===== src/rtl/mlp_frame_sched.sv =====
// Frame scheduler: walks a raster of H_RES x V_RES pixels and issues one pixel job per cycle
// round-robin to N_CORES cores. Define SCHED_PENDING_START_EN to buffer start requests seen mid-frame.
module mlp_frame_sched #(
  parameter int unsigned N_CORES = 4,
  parameter int unsigned H_RES   = 320,
  parameter int unsigned V_RES   = 240
) (
  input  logic                       clk,
  input  logic                       rst_n,
  input  logic                       frame_start_pulse,
  input  logic                       frame_auto,
  input  logic                       vsync_pulse,
  input  logic [7:0]                 morph_alpha_in,
  input  logic [15:0]                time_val_in,
  input  logic [N_CORES-1:0]         core_done,
  output logic [N_CORES-1:0]         core_start,
  output logic [$clog2(H_RES)-1:0]   pix_x,
  output logic [$clog2(V_RES)-1:0]   pix_y,
  output logic [7:0]                 morph_alpha_frm,
  output logic [15:0]                time_val_frm,
  output logic                       frame_busy,
  output logic                       frame_done
);

  localparam int unsigned XW = $clog2(H_RES);
  localparam int unsigned YW = $clog2(V_RES);
  localparam int unsigned PW = (N_CORES > 1) ? $clog2(N_CORES) : 1;

  typedef enum logic [1:0] {
    IDLE     = 2'd0,
    DISPATCH = 2'd1,
    DRAIN    = 2'd2,
    DONE     = 2'd3
  } state_e;

  state_e             state_q, state_d;
  logic [N_CORES-1:0] busy_q, busy_d;
  logic [N_CORES-1:0] core_start_q, core_start_d;
  logic [N_CORES-1:0] issue_vec_c;
  logic [PW-1:0]      rr_ptr_q, rr_ptr_d;
  logic [PW-1:0]      sel_c;
  logic [XW-1:0]      x_q, x_d, pix_x_q, pix_x_d;
  logic [YW-1:0]      y_q, y_d, pix_y_q, pix_y_d;
  logic [7:0]         alpha_q, alpha_d;
  logic [15:0]        time_q, time_d;
  logic               frame_busy_q, frame_busy_d;
  logic               frame_done_q, frame_done_d;
  logic               start_req_c, launch_c, found_c, issue_c, last_pix_c;

  assign start_req_c = frame_start_pulse | (frame_auto & vsync_pulse);
  assign issue_c     = (state_q == DISPATCH) & found_c;
  assign last_pix_c  = (x_q == XW'(H_RES - 1)) && (y_q == YW'(V_RES - 1));
  assign issue_vec_c = found_c ? (N_CORES'(1) << sel_c) : '0;

`ifdef SCHED_PENDING_START_EN
  logic pend_q, pend_d;

  // A request seen in DONE (or held pending) relaunches straight into DISPATCH
  assign launch_c = (start_req_c & (state_q == IDLE)) |
                    ((pend_q | start_req_c) & (state_q == DONE));

  always_comb begin
    pend_d = pend_q;
    if (launch_c) begin
      pend_d = 1'b0;
    end else if (start_req_c && (state_q != IDLE)) begin
      pend_d = 1'b1;
    end
  end

  always_ff @(posedge clk or negedge rst_n) begin
    if (!rst_n) begin
      pend_q <= 1'b0;
    end else begin
      pend_q <= pend_d;
    end
  end
`else
  assign launch_c = start_req_c & (state_q == IDLE);
`endif

  // Round-robin pick: first free core at or above rr_ptr, else lowest free core
  always_comb begin
    found_c = 1'b0;
    sel_c   = '0;
    for (int i = 0; i < N_CORES; i++) begin
      if (!found_c && !busy_q[i] && (PW'(i) >= rr_ptr_q)) begin
        found_c = 1'b1;
        sel_c   = PW'(i);
      end
    end
    for (int i = 0; i < N_CORES; i++) begin
      if (!found_c && !busy_q[i]) begin
        found_c = 1'b1;
        sel_c   = PW'(i);
      end
    end
  end

  always_ff @(posedge clk or negedge rst_n) begin
    if (!rst_n) begin
      state_q <= IDLE;
    end else begin
      state_q <= state_d;
    end
  end

  always_comb begin
    state_d = state_q;
    case (state_q)
      IDLE:     if (launch_c) state_d = DISPATCH;
      DISPATCH: if (issue_c && last_pix_c) state_d = DRAIN;
      DRAIN:    if (busy_q == '0) state_d = DONE;
      DONE:     state_d = launch_c ? DISPATCH : IDLE;
      default:  state_d = IDLE;
    endcase
  end

  // Datapath and registered outputs; a same-cycle issue overrides a done on that core
  always_comb begin
    busy_d       = (busy_q & ~core_done) | (issue_c ? issue_vec_c : '0);
    core_start_d = '0;
    rr_ptr_d     = rr_ptr_q;
    x_d          = x_q;
    y_d          = y_q;
    pix_x_d      = pix_x_q;
    pix_y_d      = pix_y_q;
    alpha_d      = alpha_q;
    time_d       = time_q;
    if (launch_c) begin
      alpha_d = morph_alpha_in;
      time_d  = time_val_in;
      x_d     = '0;
      y_d     = '0;
    end
    if (issue_c) begin
      core_start_d = issue_vec_c;
      pix_x_d      = x_q;
      pix_y_d      = y_q;
      rr_ptr_d     = (sel_c == PW'(N_CORES - 1)) ? '0 : sel_c + PW'(1);
      if (x_q == XW'(H_RES - 1)) begin
        x_d = '0;
        y_d = y_q + YW'(1);
      end else begin
        x_d = x_q + XW'(1);
      end
    end
    frame_busy_d = (state_d == DISPATCH) || (state_d == DRAIN);
    frame_done_d = (state_d == DONE);
  end

  always_ff @(posedge clk or negedge rst_n) begin
    if (!rst_n) begin
      busy_q       <= '0;
      core_start_q <= '0;
      rr_ptr_q     <= '0;
      x_q          <= '0;
      y_q          <= '0;
      pix_x_q      <= '0;
      pix_y_q      <= '0;
      alpha_q      <= '0;
      time_q       <= '0;
      frame_busy_q <= 1'b0;
      frame_done_q <= 1'b0;
    end else begin
      busy_q       <= busy_d;
      core_start_q <= core_start_d;
      rr_ptr_q     <= rr_ptr_d;
      x_q          <= x_d;
      y_q          <= y_d;
      pix_x_q      <= pix_x_d;
      pix_y_q      <= pix_y_d;
      alpha_q      <= alpha_d;
      time_q       <= time_d;
      frame_busy_q <= frame_busy_d;
      frame_done_q <= frame_done_d;
    end
  end

  assign core_start      = core_start_q;
  assign pix_x           = pix_x_q;
  assign pix_y           = pix_y_q;
  assign morph_alpha_frm = alpha_q;
  assign time_val_frm    = time_q;
  assign frame_busy      = frame_busy_q;
  assign frame_done      = frame_done_q;

endmodule


===== config.mk =====
export PLATFORM = sky130hd
export DESIGN_NAME = mlp_frame_sched
export DESIGN_NICKNAME = d
export VERILOG_FILES = /design/src/rtl/mlp_frame_sched.sv
export SDC_FILE = /design/constraint.sdc
export NUM_CORES = 1
export LEC_CHECK = 0
export CAP_MARGIN = 25
export CORE_AREA = 2 2 80 82
export CTS_BUF_LIST = sky130_fd_sc_hd__clkbuf_8
export DETAILED_ROUTE_END_ITERATION = 10
export DIE_AREA = 0 0 82 84
export PLACE_DENSITY = 0.95
export SYNTH_ARGS = -nofsm -noshare
export SYNTH_HDL_FRONTEND = slang
export SYNTH_SLANG_ARGS = --single-unit

===== constraint.sdc =====
create_clock -name clk -period 6.3 [get_ports clk]
set_clock_uncertainty 0.15 [all_clocks]
set_input_delay 0.945 -clock clk [delete_from_list [all_inputs] [get_ports clk]]
set_output_delay 0.945 -clock clk [all_outputs]
set_load 0.05 [all_outputs]

==> flow_summary.yaml <==
global_route:
  grt.total_usage_pct: 23.80
  grt_max_degree: 73
  grt_pass1_vias: 2679
  grt_pass1_wl_um: 12740
  grt-ovfl-total: 0
  antenna_found_initial: 0
clock_network:
  postCtsHoldBufs: 0
  numCtsBuffers: 9
  clk_latency_ns: 0.34
  cts_tree: "built"
  clk_path_buf_depth: 2
  clk_pin_slew_ns: 0.08
  htree_levels: 3
  cts_root_buffer: "clkbuf_8"
  post_cts_buffers: 0
  clock-sinks: 72
  ctsResizeCount: 0
pwr:
  irDropWorstVdd_mv: 0.2364
  power_density_nw_per_um2: 397.1
  p_leak_nw: 2.039
synth:
  synth_edf_count: 0
  async_flop_share_pct: 100.0
  synth_area_per_cell_um2: 9.619
  yosysWarnings: 0
  synth_nets: 373
  syn-cell-area_um2: 3203
  synth-main-ff-cell: "dfrtp_1"
  synthTopCellsByArea: "dfrtp_1 (56%), nand2_1 (16%), ha_1 (2.7%)"
  synth_top_area_cell: "dfrtp_1"
  yosysTopAreaCellShare_pct: 56.25
  ys_seq_area_share_pct: 56.25
  synthCells: 333
  ys_types: 54
  ys_ff_latch: 72
sta:
  hold_viol_final: 0
  rsz0062_at_grt: "no"
  fin_crit_sh_pct: 47.67
  fin_setup_tns_ns: 0
  slew_violations: 0
  max_slew_margin_pct: 34.58
  tightest_slew_ns: 0.9802
  fmax_ghz: 0.3330
  setup_ws_ns: 3.297
  period_needed_ns: 3.003
  setup_viol: 0
setup_path:
  cpLargestDelayFamily: "compound AO/OA/AOI/OAI gates"
  setup.worst_path.end_class: "flop"
  slowest_stage: "nor2_2"
  path_common_cell: "a21oi_1"
  path_class: "primary input to flop"
  path_max_fanout: 26
  max_stage_delay_ns: 0.76
  crit_arrival_ns: 3.07
  crit_chain: "clkdlybuf4s50_1 > a21oi_1 > nor2_2 > a21oi_1 > a221o_2"
  cp-start-kind: "primary input"
  cp.required_ns: 6.37
  path_buf_inv: 1
die:
  die-area_um2: 6888
  row_count: 29
  start_util_pct: 52.55
  die_w_um: 82
  die_y_um: 84
  io_pins: 80
  core_um2: 6096
route:
  first_iter_violations: 230
  drc_errors: 0
  vias: 2683
  antenna_left: 0
  vias_per_cell: 5.431
  wl_um: 7257
  firstDrtPassIters: 4
  avgRoutedWirePerCell_um: 14.69
outcome:
  status: "finished, final reports clean"
placement:
  postPlaceCellArea_um2: 4036
  port_buffers: 79
  dp_hpwl_um: 5000
  routabilityCongestion: 0.7802
  dp_slack_ns: 2.964
final_layout:
  n_antenna_cell: 0
  area_growth_pct: 33.67
  num-fill-cells: 431
  stdcell_area_um2: 4282
  layout-drive-gt1-share_pct: 8.393
  nets: 452
worst_hold_path:
  hold_path_class: "flop to flop"
job:
  cap_violations: 0
[flip-flops by register name, summed over array words and instances, names as in the netlist, 2 cells and up]
name,count
state_q,2
y_q,8
busy_q,4
pix_y,8
rr_ptr_q,2
time_val_frm,16
morph_alpha_frm,8
x_q,9
core_start,4
pix_x,9
[cells in the final DEF, fill, tap and decap left out, drive strengths merged, types with 3 or more instances in the layout]
master / count
nand2: 140
clkdlybuf4s50: 78
dfrtp: 72
clkbuf: 10
o21ai: 9
inv: 9
nor2: 9
a21o: 7
ha: 7
nand3: 7
nor3: 5
a21oi: 4
and3: 4
a221o: 4
or3: 3
a31oi: 3
bufinv: 3
nand2b: 3
nor4: 3
[worst register-to-register path: stages, from the launching register on]
cell	delay, ns
dfrtp_1	0.47
and4_1	0.28
nor2_2	0.75
a21oi_1	0.41
a221o_2	0.48
[path summary, 6_finish.rpt]
| path | cells after the start | slack, ns | endpoint | startpoint |
|---|---|---|---|---|
| max in group asynchronous | 2 | 4.79 | state_q[1] | rst_n |
| min | 2 | 0.33 | pix_x[7] | pix_x[7] |
| min in group asynchronous | 2 | 0.66 | pix_x[7] | rst_n |
| min reg2reg | 2 | 0.33 | pix_x[7] | pix_x[7] |
| max reg2reg | 4 | 3.66 | y_q[3] | busy_q[3] |
| max | 5 | 3.30 | y_q[3] | frame_auto |
[final cells by class]
| type | count | area, um^2 | area share (%) |
|---|---|---|---|
| Clock inverter | 6 | 107.6 | 2.513 |
| Inverter | 8 | 30.03 | 0.7013 |
| Multi-Input combinational cell | 241 | 1315 | 30.71 |
| Clock buffer | 10 | 137.6 | 3.214 |
| Sequential cell | 72 | 1802 | 42.08 |
| Tap cell | 77 | 96.34 | 2.250 |
| Timing Repair Buffer | 80 | 793.3 | 18.53 |
[cell usage after synthesis, drive strengths merged (4+ instances only)]
cell,n
buf,5
o21ai,9
ha,7
nand3,7
a21oi,4
nand2,140
clkbuf,7
dfrtp,72
nor3,5
a221o,4
a21o,7
and3,4
nor2,9
inv,8
[report_power, final]
group,internal (mW),switching [mW],total (mW)
registers,0.567,0.102,0.669
clock network,0.272,0.167,0.440
logic,0.230,0.362,0.592
total,1.07,0.631,1.70
[cells by family (layout without fill, tap and decap cells)]
kind of cell             after synthesis  after routing  share of synthesized area (%)
AND/OR/NAND/NOR                      188            188                          27.46
flip-flops                            72             72                          56.25
AO/OA/AOI/OAI                         42             42                          9.649
buffers and inverters                 20            104                          2.695
adder cells (fa/ha/maj)                7              7                          2.734
XOR/XNOR                               2              2                         0.5470
multiplexers                           2              2                         0.6641
[metal layers]
metal  track usage [%]  vias to the layer above  wire length, um
li1                  -                     1271                -
met1             34.11                     1299             3221
met3             5.952                        8              504
met4             6.970                        0               84
met5                 0                        -                0
met2             35.85                      105             3447
[through the flow]
| stage | hold slack (ns) | total power, mW | util [%] | std cells |
|---|---|---|---|---|
| final | 0.3262 | 1.700 | 70.24 | 494 |
| after detailed placement | 0.3134 | 1.268 | 66.22 | 478 |
| after CTS | 0.3334 | 1.710 | 70.24 | 494 |
| after global routing | 0.3502 | 1.798 | 70.24 | 494 |
| after floorplan | 0.3355 | 1.069 | - | 333 |
| after global placement | 0.3066 | 1.244 | 66.22 | 478 |
(Power assumes the default switching activity.)
